$ cat config.mk
export PLATFORM = sky130hd
export DESIGN_NAME = raster_zfetch
export DESIGN_NICKNAME = d
export VERILOG_FILES = /design/src/rtl/raster_zfetch.sv
export SDC_FILE = /design/constraint.sdc
export NUM_CORES = 1
export LEC_CHECK = 0
export CORE_MARGIN = 2
export CORE_UTILIZATION = 59
export CTS_CLUSTER_DIAMETER = 40
export DETAILED_ROUTE_END_ITERATION = 7
export GPL_TIMING_DRIVEN = 0
export PLACE_DENSITY = 0.9
export RECOVER_POWER = 25
export SYNTH_ARGS = -nofsm -noshare
export SYNTH_HDL_FRONTEND = slang
export SYNTH_SLANG_ARGS = --single-unit
$ cat constraint.sdc
create_clock -name clk -period 6.6 [get_ports clk]
set_input_delay 1.32 -clock clk [delete_from_list [all_inputs] [get_ports clk]]
set_output_delay 1.32 -clock clk [all_outputs]
set_load 0.005 [all_outputs]
$ cat src/rtl/raster_zfetch.sv
// Z-buffer read front end: issues stored-Z reads for raster pixels and
// re-pairs returned depth with each pixel, emitting them in input order.
module raster_zfetch #(
   parameter int ADDR_W = 19,
   parameter int DEPTH  = 4
) (
   input  logic              clk,
   input  logic              reset,
   input  logic              in_valid,
   output logic              in_ready,
   input  logic [ADDR_W-1:0] in_addr,
   input  logic [17:0]       in_z,
   input  logic [15:0]       in_color,
   input  logic              in_raster,
   input  logic              in_clear,
   output logic [ADDR_W-1:0] rd_addr,
   output logic              rd_read,
   input  logic              rd_waitrequest,
   input  logic [17:0]       rd_readdata,
   input  logic              rd_readdatavalid,
   output logic              out_valid,
   input  logic              out_ready,
   output logic [ADDR_W-1:0] out_addr,
   output logic [17:0]       out_pixelZ,
   output logic [17:0]       out_currZ,
   output logic [15:0]       out_color,
   output logic              out_rasterPixel,
   output logic              out_clearPixel,
   output logic              err
);

   localparam int PW = (DEPTH > 1) ? $clog2(DEPTH) : 1;
   localparam int CW = PW + 1;
   localparam logic [CW-1:0] FULL = CW'(DEPTH);

   logic [ADDR_W-1:0] a_addr_q [DEPTH];
   logic [17:0]       a_z_q    [DEPTH];
   logic [15:0]       a_col_q  [DEPTH];
   logic [DEPTH-1:0]  a_rast_q;
   logic [DEPTH-1:0]  a_clr_q;
   logic [17:0]       r_data_q [DEPTH];

   logic [PW-1:0] a_wr_q, a_wr_d, a_rd_q, a_rd_d;
   logic [PW-1:0] r_wr_q, r_wr_d, r_rd_q, r_rd_d;
   logic [CW-1:0] a_cnt_q, a_cnt_d, r_cnt_q, r_cnt_d;
   logic [CW-1:0] os_q, os_d;
   logic          rd_read_q, rd_read_d;
   logic [ADDR_W-1:0] rd_addr_q, rd_addr_d;
   logic          err_q, err_d;

   logic stall, accept, issue;
   logic ret_dec, ret_push, ret_pop;
   logic head, head_nr, pop;

   assign stall    = rd_read_q & rd_waitrequest;
   assign in_ready = !reset & (a_cnt_q < FULL) & !stall;
   assign accept   = in_valid & in_ready;
   assign issue    = rd_read_q & !rd_waitrequest;

   // Returns with nothing outstanding or no room are dropped as errors.
   assign ret_dec  = rd_readdatavalid & (os_q != '0);
   assign ret_push = ret_dec & (r_cnt_q != FULL);

   assign head    = (a_cnt_q != '0);
   assign head_nr = a_rast_q[a_rd_q];
   assign pop     = out_valid & out_ready;
   assign ret_pop = pop & head_nr;

   assign out_valid       = head & (!head_nr | (r_cnt_q != '0));
   assign out_addr        = a_addr_q[a_rd_q];
   assign out_pixelZ      = a_z_q[a_rd_q];
   assign out_color       = a_col_q[a_rd_q];
   assign out_rasterPixel = head_nr;
   assign out_clearPixel  = a_clr_q[a_rd_q];
   assign out_currZ       = head_nr ? r_data_q[r_rd_q] : '0;

   assign rd_read = rd_read_q;
   assign rd_addr = rd_addr_q;
   assign err     = err_q;

   always_comb begin
      a_wr_d    = a_wr_q;
      a_rd_d    = a_rd_q;
      r_wr_d    = r_wr_q;
      r_rd_d    = r_rd_q;
      rd_read_d = rd_read_q;
      rd_addr_d = rd_addr_q;
      if (accept)   a_wr_d = a_wr_q + PW'(1);
      if (pop)      a_rd_d = a_rd_q + PW'(1);
      if (ret_push) r_wr_d = r_wr_q + PW'(1);
      if (ret_pop)  r_rd_d = r_rd_q + PW'(1);
      a_cnt_d = a_cnt_q + CW'(accept) - CW'(pop);
      r_cnt_d = r_cnt_q + CW'(ret_push) - CW'(ret_pop);
      os_d    = os_q + CW'(issue) - CW'(ret_dec);
      err_d   = err_q | (rd_readdatavalid & !ret_push);
      if (accept & in_raster) begin
         rd_read_d = 1'b1;
         rd_addr_d = in_addr;
      end else if (!stall) begin
         rd_read_d = 1'b0;
      end
   end

   always_ff @(posedge clk) begin
      if (reset) begin
         a_wr_q    <= '0;
         a_rd_q    <= '0;
         r_wr_q    <= '0;
         r_rd_q    <= '0;
         a_cnt_q   <= '0;
         r_cnt_q   <= '0;
         os_q      <= '0;
         rd_read_q <= 1'b0;
         rd_addr_q <= '0;
         err_q     <= 1'b0;
      end else begin
         a_wr_q    <= a_wr_d;
         a_rd_q    <= a_rd_d;
         r_wr_q    <= r_wr_d;
         r_rd_q    <= r_rd_d;
         a_cnt_q   <= a_cnt_d;
         r_cnt_q   <= r_cnt_d;
         os_q      <= os_d;
         rd_read_q <= rd_read_d;
         rd_addr_q <= rd_addr_d;
         err_q     <= err_d;
      end
   end

   // Payload storage needs no reset; validity lives in the counters.
   always_ff @(posedge clk) begin
      if (accept) begin
         a_addr_q[a_wr_q] <= in_addr;
         a_z_q[a_wr_q]    <= in_z;
         a_col_q[a_wr_q]  <= in_color;
         a_rast_q[a_wr_q] <= in_raster;
         a_clr_q[a_wr_q]  <= in_clear;
      end
      if (ret_push) begin
         r_data_q[r_wr_q] <= rd_readdata;
      end
   end

endmodule

==> flow_summary.ini <==
[setup_path]
cp-startpoint = reset
cp_max_fo = 10
crit_end = in_ready
r2r_cells = 9
end_kind = output port
rr_endpoint = r_cnt_q[2]
arrival_ns = 3.19
r2r_slack_ns = 3.97
startpoint_type = primary input
critPathKind = in -> out
crit_required_ns = 5.28
worstReg2RegStart = a_rd_q[0]

[cts]
insertion_delay_ns = 0.52
cts_hold_buf = 0
post_cts_buffers = 0
htree_levels = 2
cts_root_buf = clkbuf_16
cts_buffer_depth = 3
cts_buffers = 40
cts.repair.resized = 0
clkSinkCount = 334
cts_tree = built
clk_pin_slew_worst_paths_ns = 0.05

[routing]
vias = 6764
vias_per_cell = 5.92
remaining_drc_errors = 0
drt-initial-drc-count = 493
detail_route.wl_per_cell_um = 24.4
firstDrtPassIters = 5
ant_nets = 0
wirelength_um = 27800

[final_layout]
drive_gt1_share_pct = 18.0
design_area_mm2 = 0.0161
syn_to_final_growth_pct = 27.3
fillCellCount = 1078
nNetsFinal = 931

[timing]
period_needed_ns = 4.51
hold_viol = 0
setup_viol = 0
tightest_slew_ns = 0.937
slew_headroom_pct = 37.5
tns_ns = 0
finalMaxSlewViolations = 0
max_freq_ghz = 0.222
fin_crit_sh_pct = 68.3
worst_slack_ns = 2.09
finalClockSkew_ns = 0.0122
rsz0062_at_grt = false

[yosys]
yosysWarnings = 0
async_flop_share_pct = 0
synth_seq_cells = 334
yosysUniqueCellTypes = 38
synth_flop_cell = edfxtp_1
syn_area_mm2 = 0.0126
synth-seq-area-share_pct = 76.1
avgSynthCellArea_um2 = 20.4
synth_edf_count = 292
synthesis.nets = 716
syn_inst = 620

[global_route]
antenna_found_initial = 5
grt_first_pass_wirelength_um = 42000
grt-ovfl-total = 0
grt_pass1_vias = 7153
grt_use_total_pct = 25.1
grt_max_degree = 56

[placed_design]
routabilityCongestion = 0.752
dp.final_hpwl_um = 17000
dpl_worst_slack_ns = 2.09
placed_area_mm2 = 0.0147
io_buffers = 173

[power_and_ir_drop]
ir_drop_v = 0.000285
leakage_nw = 5.26
power_density_mw_per_mm2 = 363
total_power_w = 0.00583

[floorplanning]
start_util_pct = 60.1
rows = 53
die_x_um = 150
die_area_mm2 = 0.0226
ioPinCount = 175
die_h_um = 150
core_area_mm2 = 0.0210

[min_path]
worst_hold_path_type = reg -> reg

[flow_run]
max_cap_viol_count = 0

[outcome]
outcome = completed
## power by group
part           switching, W  internal, W  total [W]  leakage (nW)
Clock              0.000864      0.00135    0.00222         0.653
Combinational      0.000493     0.000605    0.00110          1.62
Sequential        0.0000617      0.00245    0.00252          2.99
## kinds of logic (layout without fill, tap and decap cells)
logic type / after synthesis / in the layout / share of synthesized area [%]
AO/OA/AOI/OAI: 55 / 55 / 2.70
other: 0 / 3 / 0
XOR/XNOR: 6 / 6 / 0.416
buffers and inverters: 53 / 298 / 1.70
flip-flops: 334 / 334 / 76.1
adder cells (fa/ha/maj): 17 / 17 / 1.86
AND/OR/NAND/NOR: 76 / 76 / 3.66
multiplexers: 79 / 79 / 13.6
## synth_stat cells (all sizes together) (2+ instances only)
master | instances | area [µm²]
nor3b | 2 | 26.3
a21oi | 26 | 134
inv | 19 | 71.3
nand4 | 19 | 119
and2 | 18 | 113
xnor2 | 5 | 43.8
nor3 | 2 | 15.0
mux2 | 6 | 67.6
nor2b | 8 | 50.1
fa | 3 | 60.1
o21ai | 5 | 25.0
dfxtp | 42 | 841
nor2 | 11 | 41.3
buf | 12 | 60.1
ha | 14 | 175
clkbuf | 22 | 83.8
nand3 | 4 | 20.0
edfxtp | 292 | 8770
o31ai | 21 | 158
and3 | 8 | 50.1
mux4 | 73 | 1650
## worst max-delay path, stage by stage
cell	delay, ns
clkdlybuf4s50_1	0.54
a211o_1	0.36
inv_2	0.18
buf_2	0.26
clkdlybuf4s50_1	0.54
## placed cells by master, fill, tap and decap left out, types with 4 or more instances in the layout
cell,instances
edfxtp_1,292
clkdlybuf4s50_1,126
mux4_2,72
dlygate4sd3_1,47
dfxtp_1,42
clkbuf_16,42
clkbuf_1,29
a21oi_1,25
o31ai_1,21
nand4_1,19
and2_1,18
inv_1,17
ha_1,14
nor2_1,11
buf_2,9
nor2b_1,8
o21ai_0,5
xnor2_1,5
and3_4,4
and3_1,4
nand3_1,4
clkinv_1,4
clkinv_2,4
bufinv_16,4
## per-stage QoR
| step | utilization, % | instances | hold slack (ns) |
|---|---|---|---|
| 5_1_grt | 76.5 | 1141 | 0.486 |
| 6_report | 76.5 | 1143 | 0.444 |
| 3_3_place_gp | 70.0 | 1068 | 0.438 |
| 4_1_cts | 76.5 | 1140 | 0.451 |
| 2_1_floorplan | - | 620 | 0.442 |
| 3_5_place_dp | 70.1 | 1068 | 0.444 |
## worst min path at each step
stage	start	endpoint	slack [ns]	cells past startpoint
6_report	err	err	0.44	2
3_5_place_dp	err	err	0.44	2
3_3_place_gp	err	err	0.44	2
4_1_cts	err	err	0.45	2
2_1_floorplan	err	err	0.44	2
5_1_grt	err	err	0.49	2
## sequential cells by signal (all words and copies together) (netlist names), named ones only
name and cells:
a_addr_q 76, a_clr_q 4, a_cnt_q 3, a_col_q 64
a_rast_q 4, a_rd_q 2, a_wr_q 2, a_z_q 72
err 1, os_q 3, r_cnt_q 3, r_data_q 72
r_rd_q 2, r_wr_q 2, rd_addr 19, rd_read 1
## cell type report
class	instances	area (µm²)	share of cell area (%)
Tap cell	275	344	2.14
Sequential cell	334	9610	59.8
Antenna cell	3	7.51	0.0467
Multi-Input combinational cell	233	2830	17.6
Timing Repair Buffer	173	1730	10.8
Clock buffer	52	1110	6.89
Clock inverter	20	236	1.47
Buffer	34	144	0.895
Inverter	19	71.3	0.444
## layer usage
layer  global-route usage [%]  vias up  wire length, µm
met5                        0        -               13
met4                     5.94        2              521
met2                     42.6      296            14100
met1                     32.4     3445            10500
met3                     7.52       44             2670
li1                         -     2977                -
(Power assumes the default switching activity.)
